<file path="src/rtl/seg7_pkg.sv">
// ---------------------------------------------------------------------------
// seg7_pkg
// Shared constants for the 7-segment receive path.
// The segment encodings are active-low with bit6=g .. bit0=a, matching the
// encoder on the transmit side. The package also holds the BCD blank code,
// the error cause codes, the scan FSM states and a multi-hot helper.
// ---------------------------------------------------------------------------
package seg7_pkg;

    localparam logic [6:0] SEG_0     = 7'b1000000;
    localparam logic [6:0] SEG_1     = 7'b1111001;
    localparam logic [6:0] SEG_2     = 7'b0100100;
    localparam logic [6:0] SEG_3     = 7'b0110000;
    localparam logic [6:0] SEG_4     = 7'b0011001;
    localparam logic [6:0] SEG_5     = 7'b0010010;
    localparam logic [6:0] SEG_6     = 7'b0000010;
    localparam logic [6:0] SEG_7     = 7'b1111000;
    localparam logic [6:0] SEG_8     = 7'b0000000;
    localparam logic [6:0] SEG_9     = 7'b0010000;
    localparam logic [6:0] SEG_BLANK = 7'h7F;

    localparam logic [3:0] BCD_BLANK  = 4'hF;

    localparam logic [1:0] ERR_NONE    = 2'b00;
    localparam logic [1:0] ERR_PATTERN = 2'b01;
    localparam logic [1:0] ERR_SELECT  = 2'b10;

    typedef enum logic {
        TRACK,
        HOLD
    } scan_state_e;

    // True when more than one bit of the select vector is set.
    function automatic logic isMultiHot(input logic [7:0] sel);
        return (sel & (sel - 8'd1)) != 8'd0;
    endfunction

endpackage

</file>
<file path="src/rtl/seg7_scan_decoder_if.sv">
// ---------------------------------------------------------------------------
// seg7_scan_decoder_if
// Bundles the multiplexed display bus and the monitor's read-back outputs.
//   master : drives HexSeg, DigitSel, ClearErr; observes the decoded results
//   slave  : the scan decoder itself
// Signals:
//   HexSeg     active-low segment lines (bit6=g .. bit0=a)
//   DigitSel   one-hot digit enable, all-zero = blanking interval
//   ClearErr   synchronous clear of Error/ErrCode
//   Digits     BCD per digit, digit k at [4k+3:4k]
//   DigitValid digit k holds a numeral
//   Update     one-cycle commit pulse, UpdateIdx = digit written
//   Decimal    value of last commit, 8'hFF if it was a blank
//   Error      sticky error flag, ErrCode = cause of the first error
// ---------------------------------------------------------------------------
interface seg7_scan_decoder_if #(
    parameter int NUM_DIGITS = 4
);
    logic [6:0]              HexSeg;
    logic [NUM_DIGITS-1:0]   DigitSel;
    logic                    ClearErr;
    logic [4*NUM_DIGITS-1:0] Digits;
    logic [NUM_DIGITS-1:0]   DigitValid;
    logic                    Update;
    logic [2:0]              UpdateIdx;
    logic [7:0]              Decimal;
    logic                    Error;
    logic [1:0]              ErrCode;

    modport master (
        output HexSeg, DigitSel, ClearErr,
        input  Digits, DigitValid, Update, UpdateIdx, Decimal, Error, ErrCode
    );

    modport slave (
        input  HexSeg, DigitSel, ClearErr,
        output Digits, DigitValid, Update, UpdateIdx, Decimal, Error, ErrCode
    );
endinterface

</file>
<file path="src/rtl/seg7_pattern_decode.sv">
// ---------------------------------------------------------------------------
// seg7_pattern_decode
// Combinational inverse of the 7-segment encoder.
//   seg_i   : active-low segment pattern
//   legal_o : pattern is one of the numerals 0-9
//   blank_o : pattern is all segments off
//   value_o : decoded numeral, BCD_BLANK when not a numeral
// ---------------------------------------------------------------------------
module seg7_pattern_decode
    import seg7_pkg::*;
(
    input  logic [6:0] seg_i,
    output logic       legal_o,
    output logic       blank_o,
    output logic [3:0] value_o
);

    always_comb begin
        legal_o = 1'b1;
        blank_o = 1'b0;
        value_o = BCD_BLANK;
        case (seg_i)
            SEG_0:     value_o = 4'd0;
            SEG_1:     value_o = 4'd1;
            SEG_2:     value_o = 4'd2;
            SEG_3:     value_o = 4'd3;
            SEG_4:     value_o = 4'd4;
            SEG_5:     value_o = 4'd5;
            SEG_6:     value_o = 4'd6;
            SEG_7:     value_o = 4'd7;
            SEG_8:     value_o = 4'd8;
            SEG_9:     value_o = 4'd9;
            SEG_BLANK: begin
                legal_o = 1'b0;
                blank_o = 1'b1;
            end
            default:   legal_o = 1'b0;
        endcase
    end

endmodule

</file>
<file path="src/rtl/seg7_scan_decoder.sv">
// ---------------------------------------------------------------------------
// seg7_scan_decoder
// Monitors a multiplexed active-low 7-segment display bus and reconstructs
// the BCD value shown on each digit. A (pattern, select) pair must be seen
// STABLE_CYCLES consecutive samples before it is committed; a pattern held
// indefinitely commits exactly once.
// Ports:
//   clk   : system clock
//   rst_n : asynchronous active-low reset
//   bus   : seg7_scan_decoder_if slave modport (inputs and read-back outputs)
// ---------------------------------------------------------------------------
module seg7_scan_decoder
    import seg7_pkg::*;
#(
    parameter int NUM_DIGITS    = 4,
    parameter int STABLE_CYCLES = 4
) (
    input  logic                 clk,
    input  logic                 rst_n,
    seg7_scan_decoder_if.slave   bus
);

    localparam logic [7:0] STABLE_CNT = 8'(STABLE_CYCLES);

    logic [6:0]              segQ;
    logic [NUM_DIGITS-1:0]   selQ;
    logic [7:0]              cntQ,       cntD;
    scan_state_e             stateQ,     stateD;
    logic [4*NUM_DIGITS-1:0] digitsQ,    digitsD;
    logic [NUM_DIGITS-1:0]   validQ,     validD;
    logic                    updateQ,    updateD;
    logic [2:0]              updateIdxQ, updateIdxD;
    logic [7:0]              decimalQ,   decimalD;
    logic                    errorQ,     errorD;
    logic [1:0]              errCodeQ,   errCodeD;

    logic                    change;
    logic                    commit;
    logic                    decLegal;
    logic                    decBlank;
    logic [3:0]              decValue;
    logic                    newErr;
    logic [1:0]              newCode;

    seg7_pattern_decode u_decode (
        .seg_i   (segQ),
        .legal_o (decLegal),
        .blank_o (decBlank),
        .value_o (decValue)
    );

    // The comparison is made between the incoming value and the last
    // sample, so cntQ counts identical samples held in the input register.
    assign change = (bus.HexSeg != segQ) || (bus.DigitSel != selQ);

    always_comb begin
        cntD = cntQ;
        if (change) begin
            cntD = 8'd1;
        end else if (cntQ != STABLE_CNT) begin
            cntD = cntQ + 8'd1;
        end
    end

    // Commit fires on the TRACK->HOLD step. If the input changes in that
    // same cycle we stay in TRACK so the new value gets its own commit.
    always_comb begin
        stateD = stateQ;
        commit = 1'b0;
        case (stateQ)
            TRACK: begin
                if (cntQ == STABLE_CNT) begin
                    commit = 1'b1;
                    stateD = change ? TRACK : HOLD;
                end
            end
            HOLD: begin
                if (change) begin
                    stateD = TRACK;
                end
            end
            default: stateD = TRACK;
        endcase
    end

    always_comb begin
        digitsD    = digitsQ;
        validD     = validQ;
        updateD    = 1'b0;
        updateIdxD = updateIdxQ;
        decimalD   = decimalQ;
        newErr     = 1'b0;
        newCode    = ERR_NONE;
        if (commit && (selQ != '0)) begin
            if (isMultiHot(8'(selQ))) begin
                newErr  = 1'b1;
                newCode = ERR_SELECT;
            end else if (decLegal || decBlank) begin
                updateD  = 1'b1;
                decimalD = decBlank ? 8'hFF : {4'h0, decValue};
                for (int k = 0; k < NUM_DIGITS; k++) begin
                    if (selQ[k]) begin
                        digitsD[4*k +: 4] = decBlank ? BCD_BLANK : decValue;
                        validD[k]         = decLegal;
                        updateIdxD        = 3'(k);
                    end
                end
            end else begin
                newErr  = 1'b1;
                newCode = ERR_PATTERN;
            end
        end
    end

    // A new error in the same cycle as ClearErr wins over the clear.
    always_comb begin
        errorD   = errorQ;
        errCodeD = errCodeQ;
        if (bus.ClearErr) begin
            errorD   = 1'b0;
            errCodeD = ERR_NONE;
        end
        if (newErr && (!errorQ || bus.ClearErr)) begin
            errorD   = 1'b1;
            errCodeD = newCode;
        end
    end

    always_ff @(posedge clk or negedge rst_n) begin
        if (!rst_n) begin
            segQ       <= SEG_BLANK;
            selQ       <= '0;
            cntQ       <= 8'd0;
            stateQ     <= TRACK;
            digitsQ    <= {NUM_DIGITS{BCD_BLANK}};
            validQ     <= '0;
            updateQ    <= 1'b0;
            updateIdxQ <= 3'd0;
            decimalQ   <= 8'hFF;
            errorQ     <= 1'b0;
            errCodeQ   <= ERR_NONE;
        end else begin
            segQ       <= bus.HexSeg;
            selQ       <= bus.DigitSel;
            cntQ       <= cntD;
            stateQ     <= stateD;
            digitsQ    <= digitsD;
            validQ     <= validD;
            updateQ    <= updateD;
            updateIdxQ <= updateIdxD;
            decimalQ   <= decimalD;
            errorQ     <= errorD;
            errCodeQ   <= errCodeD;
        end
    end

    assign bus.Digits     = digitsQ;
    assign bus.DigitValid = validQ;
    assign bus.Update     = updateQ;
    assign bus.UpdateIdx  = updateIdxQ;
    assign bus.Decimal    = decimalQ;
    assign bus.Error      = errorQ;
    assign bus.ErrCode    = errCodeQ;

endmodule

</file>
<file path="src/flat_wrapper.sv">
// flat-port wrapper written by rule: the top's interface ports become plain ports
module seg7_scan_decoder_flat import seg7_pkg::*;
#(
    parameter int NUM_DIGITS    = 4,
    parameter int STABLE_CYCLES = 4
)
  (clk, rst_n, bus_HexSeg, bus_DigitSel, bus_ClearErr, bus_Digits, bus_DigitValid, bus_Update, bus_UpdateIdx, bus_Decimal, bus_Error, bus_ErrCode);
  seg7_scan_decoder_if #(.NUM_DIGITS(NUM_DIGITS)) bus_i ();
  input  logic clk;
  input  logic rst_n;
  input wire logic [$bits(bus_i.HexSeg)-1:0] bus_HexSeg;
  input wire logic [$bits(bus_i.DigitSel)-1:0] bus_DigitSel;
  input wire logic [$bits(bus_i.ClearErr)-1:0] bus_ClearErr;
  output wire logic [$bits(bus_i.Digits)-1:0] bus_Digits;
  output wire logic [$bits(bus_i.DigitValid)-1:0] bus_DigitValid;
  output wire logic [$bits(bus_i.Update)-1:0] bus_Update;
  output wire logic [$bits(bus_i.UpdateIdx)-1:0] bus_UpdateIdx;
  output wire logic [$bits(bus_i.Decimal)-1:0] bus_Decimal;
  output wire logic [$bits(bus_i.Error)-1:0] bus_Error;
  output wire logic [$bits(bus_i.ErrCode)-1:0] bus_ErrCode;
  assign bus_i.HexSeg = bus_HexSeg;
  assign bus_i.DigitSel = bus_DigitSel;
  assign bus_i.ClearErr = bus_ClearErr;
  assign bus_Digits = bus_i.Digits;
  assign bus_DigitValid = bus_i.DigitValid;
  assign bus_Update = bus_i.Update;
  assign bus_UpdateIdx = bus_i.UpdateIdx;
  assign bus_Decimal = bus_i.Decimal;
  assign bus_Error = bus_i.Error;
  assign bus_ErrCode = bus_i.ErrCode;
  seg7_scan_decoder #(.NUM_DIGITS(NUM_DIGITS), .STABLE_CYCLES(STABLE_CYCLES)) u_core (.clk(clk), .rst_n(rst_n), .bus(bus_i));
endmodule
</file>
<file path="config.mk">
export PLATFORM = sky130hd
export DESIGN_NAME = seg7_scan_decoder_flat
export DESIGN_NICKNAME = d
export VERILOG_FILES = /design/src/rtl/seg7_pkg.sv /design/src/rtl/seg7_scan_decoder_if.sv /design/src/rtl/seg7_pattern_decode.sv /design/src/rtl/seg7_scan_decoder.sv /design/src/flat_wrapper.sv
export SDC_FILE = /design/constraint.sdc
export NUM_CORES = 1
export LEC_CHECK = 0
export BUFFER_PORTS_ARGS = -buffer_cell sky130_fd_sc_hd__buf_2
export CAP_MARGIN = 10
export CORE_MARGIN = 2
export CORE_UTILIZATION = 55
export DETAILED_ROUTE_END_ITERATION = 8
export PLACE_DENSITY = 0.85
export SLEW_MARGIN = 20
export SYNTH_ARGS = -nofsm -noshare
export SYNTH_HDL_FRONTEND = slang
export SYNTH_SLANG_ARGS = --single-unit
</file>
<file path="constraint.sdc">
create_clock -name clk -period 2.9 [get_ports clk]
set_clock_uncertainty 0.2 [all_clocks]
set_input_delay 0.58 -clock clk [delete_from_list [all_inputs] [get_ports clk]]
set_output_delay 0.58 -clock clk [all_outputs]
set_load 0.02 [all_outputs]
</file>
; ---- Word level (Yosys, flattened, before mapping)
; Cells that the tools add are included.
[word_totals]
out_inout_bits = 35
register_bits = 55
[op_classes]
n_reduce_logical = 18
bitwise_logic = 3
muxes = 29
n_eq_ne = 14
addsub = 2
[ops]
columns = op, n
row1 = one-hot mux 4 bit (10 select lines), 1
row2 = "equality test 7 bit, second input constant", 4
row3 = two-way mux 8 bit, 3
row4 = "equality test 7 x 5 -> 1 bit, second input constant", 3
row5 = AND reduction 4 bit, 5
row6 = two-way mux 1 bit, 15
row7 = "equality test 7 x 6 -> 1 bit, second input constant", 2
row8 = two-way mux 3 bit, 4
row9 = OR reduction 10 bit, 1
row10 = "adder 8 x 1 -> 8 bit, second input constant", 1
row11 = bitwise AND 4 x 8 -> 8 bit, 1
row12 = "equality test 8 x 3 -> 1 bit, second input constant", 1
row13 = two-way mux 2 bit, 4
row14 = "!= test 8 x 3 -> 1 bit, second input constant", 1
row15 = nonzero test 8 bit, 1
row16 = "equality test 7 x 2 -> 1 bit, second input constant", 1
row17 = logical NOT 7 bit, 1
row18 = != test 7 bit, 1
row19 = "subtractor 4 x 1 -> 5 bit, second input constant", 1
row20 = two-way mux 4 bit, 1
row21 = != test 4 bit, 1
row22 = nonzero test 2 bit, 2
row23 = nonzero test 4 bit, 1
row24 = logical OR 1 bit, 3
row25 = 5 further kinds, 7

; ---- Logic depth before layout (Yosys ltp)
[depth]
word_depth = 9
mapped_depth = 8
depth_no_buf = 7

; ---- Hierarchy
; A second synthesis with hierarchy kept.
[hier_totals]
cells_unflattened = 208
hier_area_um2 = 2454.9
[modules_own_cells]
columns = mod, n_inst, area_each_um2, cells_per_inst
row1 = seg7_scan_decoder, 1, 2204.6, 169
row2 = seg7_pattern_decode, 1, 250.2, 39

; ---- Least setup slack after synthesis
; OpenSTA, ideal clock, no wires.
[synth_path]
path_kind = flip-flop to flip-flop
startpoint = register u_core.segQ[1]
endpoint = register u_core.decimalQ[1] (netlist: u_core.bus.Decimal[1])
t_required_ps = 2618
period_less_slack_ps = 2290
setup_time_ps = 82
setup_slack_ps = 610
t_arrival_ps = 2008
stages_incl_launch_ff = 7
path_cell_list = dfstp_2 -> buf_2 -> mux2_2 -> a221o_2 -> o21ai_2 -> buf_6 -> mux2_4
[synth_via]
elab_chain_cells = 5
[synth_lines]
columns = item, line
row1 = from (decl), seg7_scan_decoder.sv:25  ; logic [6:0] segQ;
row2 = from (signal assigned), seg7_scan_decoder.sv:143  ; segQ <= bus.HexSeg;
row3 = "equality test 7 x 5 -> 1 bit, or another cell as far along", seg7_pattern_decode.sv:22  ; case (seg_i)
row4 = OR reduction 10 bit (no line), --
row5 = two-way mux 1 bit, seg7_pattern_decode.sv:22
row6 = logical OR 1 bit, seg7_scan_decoder.sv:98  ; end else if (decLegal || decBlank) begin
row7 = AND reduction 3 bit (no line), --
row8 = to (signal assigned), seg7_scan_decoder.sv:151  ; decimalQ <= decimalD;
row9 = to (decl), seg7_scan_decoder.sv:33  ; logic [7:0] decimalQ, decimalD;
; Several ways; a longest one is shown, not always the timed one.
; A chain may end at the register's enable or synchronous reset.

; ---- Worst setup path after layout
[layout_path]
startpoint = register u_core.segQ[4]
endpoint = register u_core.updateIdxQ[1] (netlist: u_core.bus.UpdateIdx[1])
[layout_via]
elab_chain_cells = 5
[layout_lines]
columns = item, line
row1 = "equality test 7 x 5 -> 1 bit, or another cell as far along", seg7_pattern_decode.sv:22
row2 = OR reduction 10 bit (no line), --
row3 = two-way mux 1 bit, seg7_pattern_decode.sv:22
row4 = logical OR 1 bit (*), seg7_scan_decoder.sv:98
row5 = AND reduction 4 bit (no line) (*), --
row6 = to (signal assigned), seg7_scan_decoder.sv:150  ; updateIdxQ <= updateIdxD;
row7 = to (decl), seg7_scan_decoder.sv:32  ; logic [2:0] updateIdxQ, updateIdxD;
; Every way passes the cells marked *; elsewhere a longest branch is shown, timed or not.

==> results.md <==
- Crit Path Category: reg2reg
- Mean post-synth cell area: 11.06 sq um
- Cells after DPL: 324
- CTS tree: yes
- Non-Filler Instances: 332
- GRT Total Usage: 0.2108
- Sum Neg Setup Slack: 0 ps
- DR WL/cell: 15.86 microns
- Unrepaired setup endpoints after global routing: false
- Clk slew on worst S/H paths: 90 ps
- Flip-flop and latch area: 1311 sq um
- DRT iter0 DRCs: 129
- Mapped Nets: 252
- Die X: 72.89 microns
- Hold_buf cts: 0
- Comb power frac: 0.058
- Clock Tree Buf Depth: 2
- Largest net degree at the start of global routing: 45
- Post-synth EDFFs: 0
- Gpl congestion: 0.8683
- Post-Synth Adder-Cell Area: 0.01342
- Synth cell types: 60
- Part of the cycle the worst path needs: 0.8742
- Final Hold Vio Count: 0
- Outcome: completed
- Minimum clock period after layout: 2535 ps
- Post-Route WL: 5265 microns
- Drt via density: 5.922
- Xor/xnor share of the synthesized area: 0.05705
- Vias in the first global route: 1,871
- Post-synthesis register bit count: 51
- Fraction of layout cells with a size suffix above 1: 0.4029
- PostCTS Resize Cnt: 0
- Register share of total power: 0.572
- Sw Pwr: 0.2918 mW
- Max FO, Critical Path: 13
- Final net count: 293
- Max VDD drop: 0.4041 mV
- Cell with the most instances after synthesis: dfstp_2
- Top FF cell, synth: dfstp_2
- Clock Tree Root: clkbuf_8
- Initial antenna violation count: 0
- Max Slew Vio Count: 0
- Core area: 4661 sq um
- Synth top area share: 0.2819
- Leading area contributor after synthesis: dfstp_2
- First-pass GRT wire length: 8721 microns
- HPWL Detailed: 3854 microns
- Mux share of post-synthesis cell area: 0.02397
- HP Class: in2reg
- # DRC: 0
- Clock Latency Late Sink: 300 ps
- Switch share: 0.2233
- Dpl ws: 381.0 ps
- F_max: 394.4 MHz
- Max-cap violation count: 0
- Top-Level Pins: 49
- Starting Density: 0.5600
- Least-Margin Pin Slew: 936.9 ps
- Seq/Total Area, Yosys: 0.5024
- # clock sinks: 51
- Synth cell count leaders: dfstp_2 (28), dfrtp_1 (23), inv_1 (20), xor2_1 (16), nor2_1 (12)
- Slew HR: 0.3754
- FP Rows: 25
- Largest family of logic cells by synthesized area: compound AO/OA/AOI/OAI gates
- Footprint of the multi-input gates: 1096 sq um
- Post-synthesis simple-gate area fraction: 0.1500
- Die height: 72.89 microns
- Clk network pwr share: 0.370
- Power Density: 443.9 nW/um^2
- Synth top area cells: dfstp_2 (28%), dfrtp_1 (22%), xor2_1 (5.4%), inv_1 (2.9%), a2bb2oi_1 (2.7%)
- Synthesized instance count: 236
- Worst setup slack after layout: 364.8 ps
- Pre-antenna DRT Iters: 4
- Lkg Pwr: 1.313 nW
- Post-synthesis async set-or-reset flop share: 1.000
- Ys Warns: 0
- IO Port Bufs: 47
- Endpoints failing setup: 0
- Cts bufs inserted: 5
- # H-tree levels: 2
- Fillers: 381
- Synth-to-layout area growth: 12.80%
- Gr ovfl total: 0
- Internal: 1.015 mW
- Post-CTS setup buffer count: 0
- Die area: 5312 sq um
- CP startpoint kind: flop
- Worst Setup End Kind: flop
- Antenna cells: 0
- Vias: 1,966
- Post-route antenna net violation count: 0
- Synth Area in Compound Gates: 0.1740
- WP data required: 2890 ps
- WP data arrival: 2530 ps
- Mapped Area: 2610 sq um
## area by class of cell
class,instances,area share
well taps,54,0.02295
clock buffers,7,0.02592
inverters,20,0.02550
multi-input cells,145,0.3723
repair buffers,54,0.09775
flip-flops and latches,51,0.4454
clock inverters,1,0.01020
## per-stage QoR
stage          cell area, sq um  hold WS (ps)  total power, mW  utilization
3_3_place_gp               2838         251.6           0.8342       0.6089
6_report                   2944         186.2            1.307       0.6317
3_5_place_dp               2838         251.3           0.8367       0.6089
4_1_cts                    2944         176.6            1.319       0.6317
5_1_grt                    2944         177.9            1.351       0.6317
2_1_floorplan              2610         84.41           0.8023            -
## cell usage in the layout (no fill, tap or decap), drive strengths merged, types with 3 or more instances in the layout
| master | count |
|---|---|
| nand2 | 8 |
| or4 | 3 |
| buf | 54 |
| a2bb2oi | 8 |
| dfrtp | 23 |
| nor4b | 3 |
| mux2 | 4 |
| nor3 | 4 |
| nor4 | 4 |
| clkbuf | 7 |
| o211ai | 4 |
| nand3 | 8 |
| nand2b | 3 |
| or2 | 3 |
| xor2 | 16 |
| dfstp | 28 |
| o21ai | 5 |
| a221oi | 4 |
| inv | 20 |
| a31oi | 8 |
| nor2 | 13 |
| o2bb2ai | 4 |
| a21oi | 8 |
| and3 | 4 |
## worst paths after layout
path / startpoint / to / slack, ps / cells after the start
worst max-delay path: u_core.segQ[4]$_DFF_PN1_ / u_core.bus.UpdateIdx[1]$_DFFE_PN0P_ / 360 / 6
worst max register to register: u_core.segQ[4]$_DFF_PN1_ / u_core.bus.UpdateIdx[1]$_DFFE_PN0P_ / 360 / 6
worst min-delay path: bus_HexSeg[5] / u_core.segQ[5]$_DFF_PN1_ / 190 / 1
min in group asynchronous: rst_n / u_core.bus.Update$_DFF_PN0_ / 210 / 1
worst min register to register: u_core.bus.Digits[13]$_DFFE_PN1P_ / u_core.bus.Digits[13]$_DFFE_PN1P_ / 260 / 2
max in group asynchronous: rst_n / u_core.bus.Digits[8]$_DFFE_PN1P_ / 1560 / 2
## routing by layer
layer  vias up  track usage  wire (microns)
met5         -            0               0
li1        925            -               -
met3        10      0.03177             235
met2        70       0.3414            2531
met1       961       0.2855            2407
met4         0      0.08436              91
## sequential cells by signal, summed over array words and instances, names as in the netlist
name	count
u_core.bus.Decimal	5
u_core.bus.DigitValid	4
u_core.bus.Digits	16
u_core.bus.ErrCode	2
u_core.bus.Error	1
u_core.bus.Update	1
u_core.bus.UpdateIdx	2
u_core.cntQ	8
u_core.segQ	7
u_core.selQ	4
u_core.stateQ	1
## logic make-up after synthesis
kind of cell / after synthesis
adders and majority gates: 3
and+or+nand+nor: 65
muxes: 5
DFF: 51
AOI/OAI and AO/OA: 54
buffers and inverters: 40
xor gates and xnor gates: 17
other: 1
## critical path, cell delays in order (launching register included)
cell and delay, ps:
dfstp_2 660, or4b_1 490, a21oi_2 210, a221o_2 340, o21ai_2 100, buf_4 170
mux2_2 270
## power by group through the flow
stage                     clock [mW]  combinational [mW]  sequential, mW
after floorplan                    0              0.0634           0.739
after global placement             0              0.0755           0.759
after detailed placement           0              0.0770           0.760
after CTS                      0.494              0.0775           0.747
after global routing           0.515              0.0857           0.751
final                          0.483              0.0762           0.748
Power figures use the tool's default switching activity.
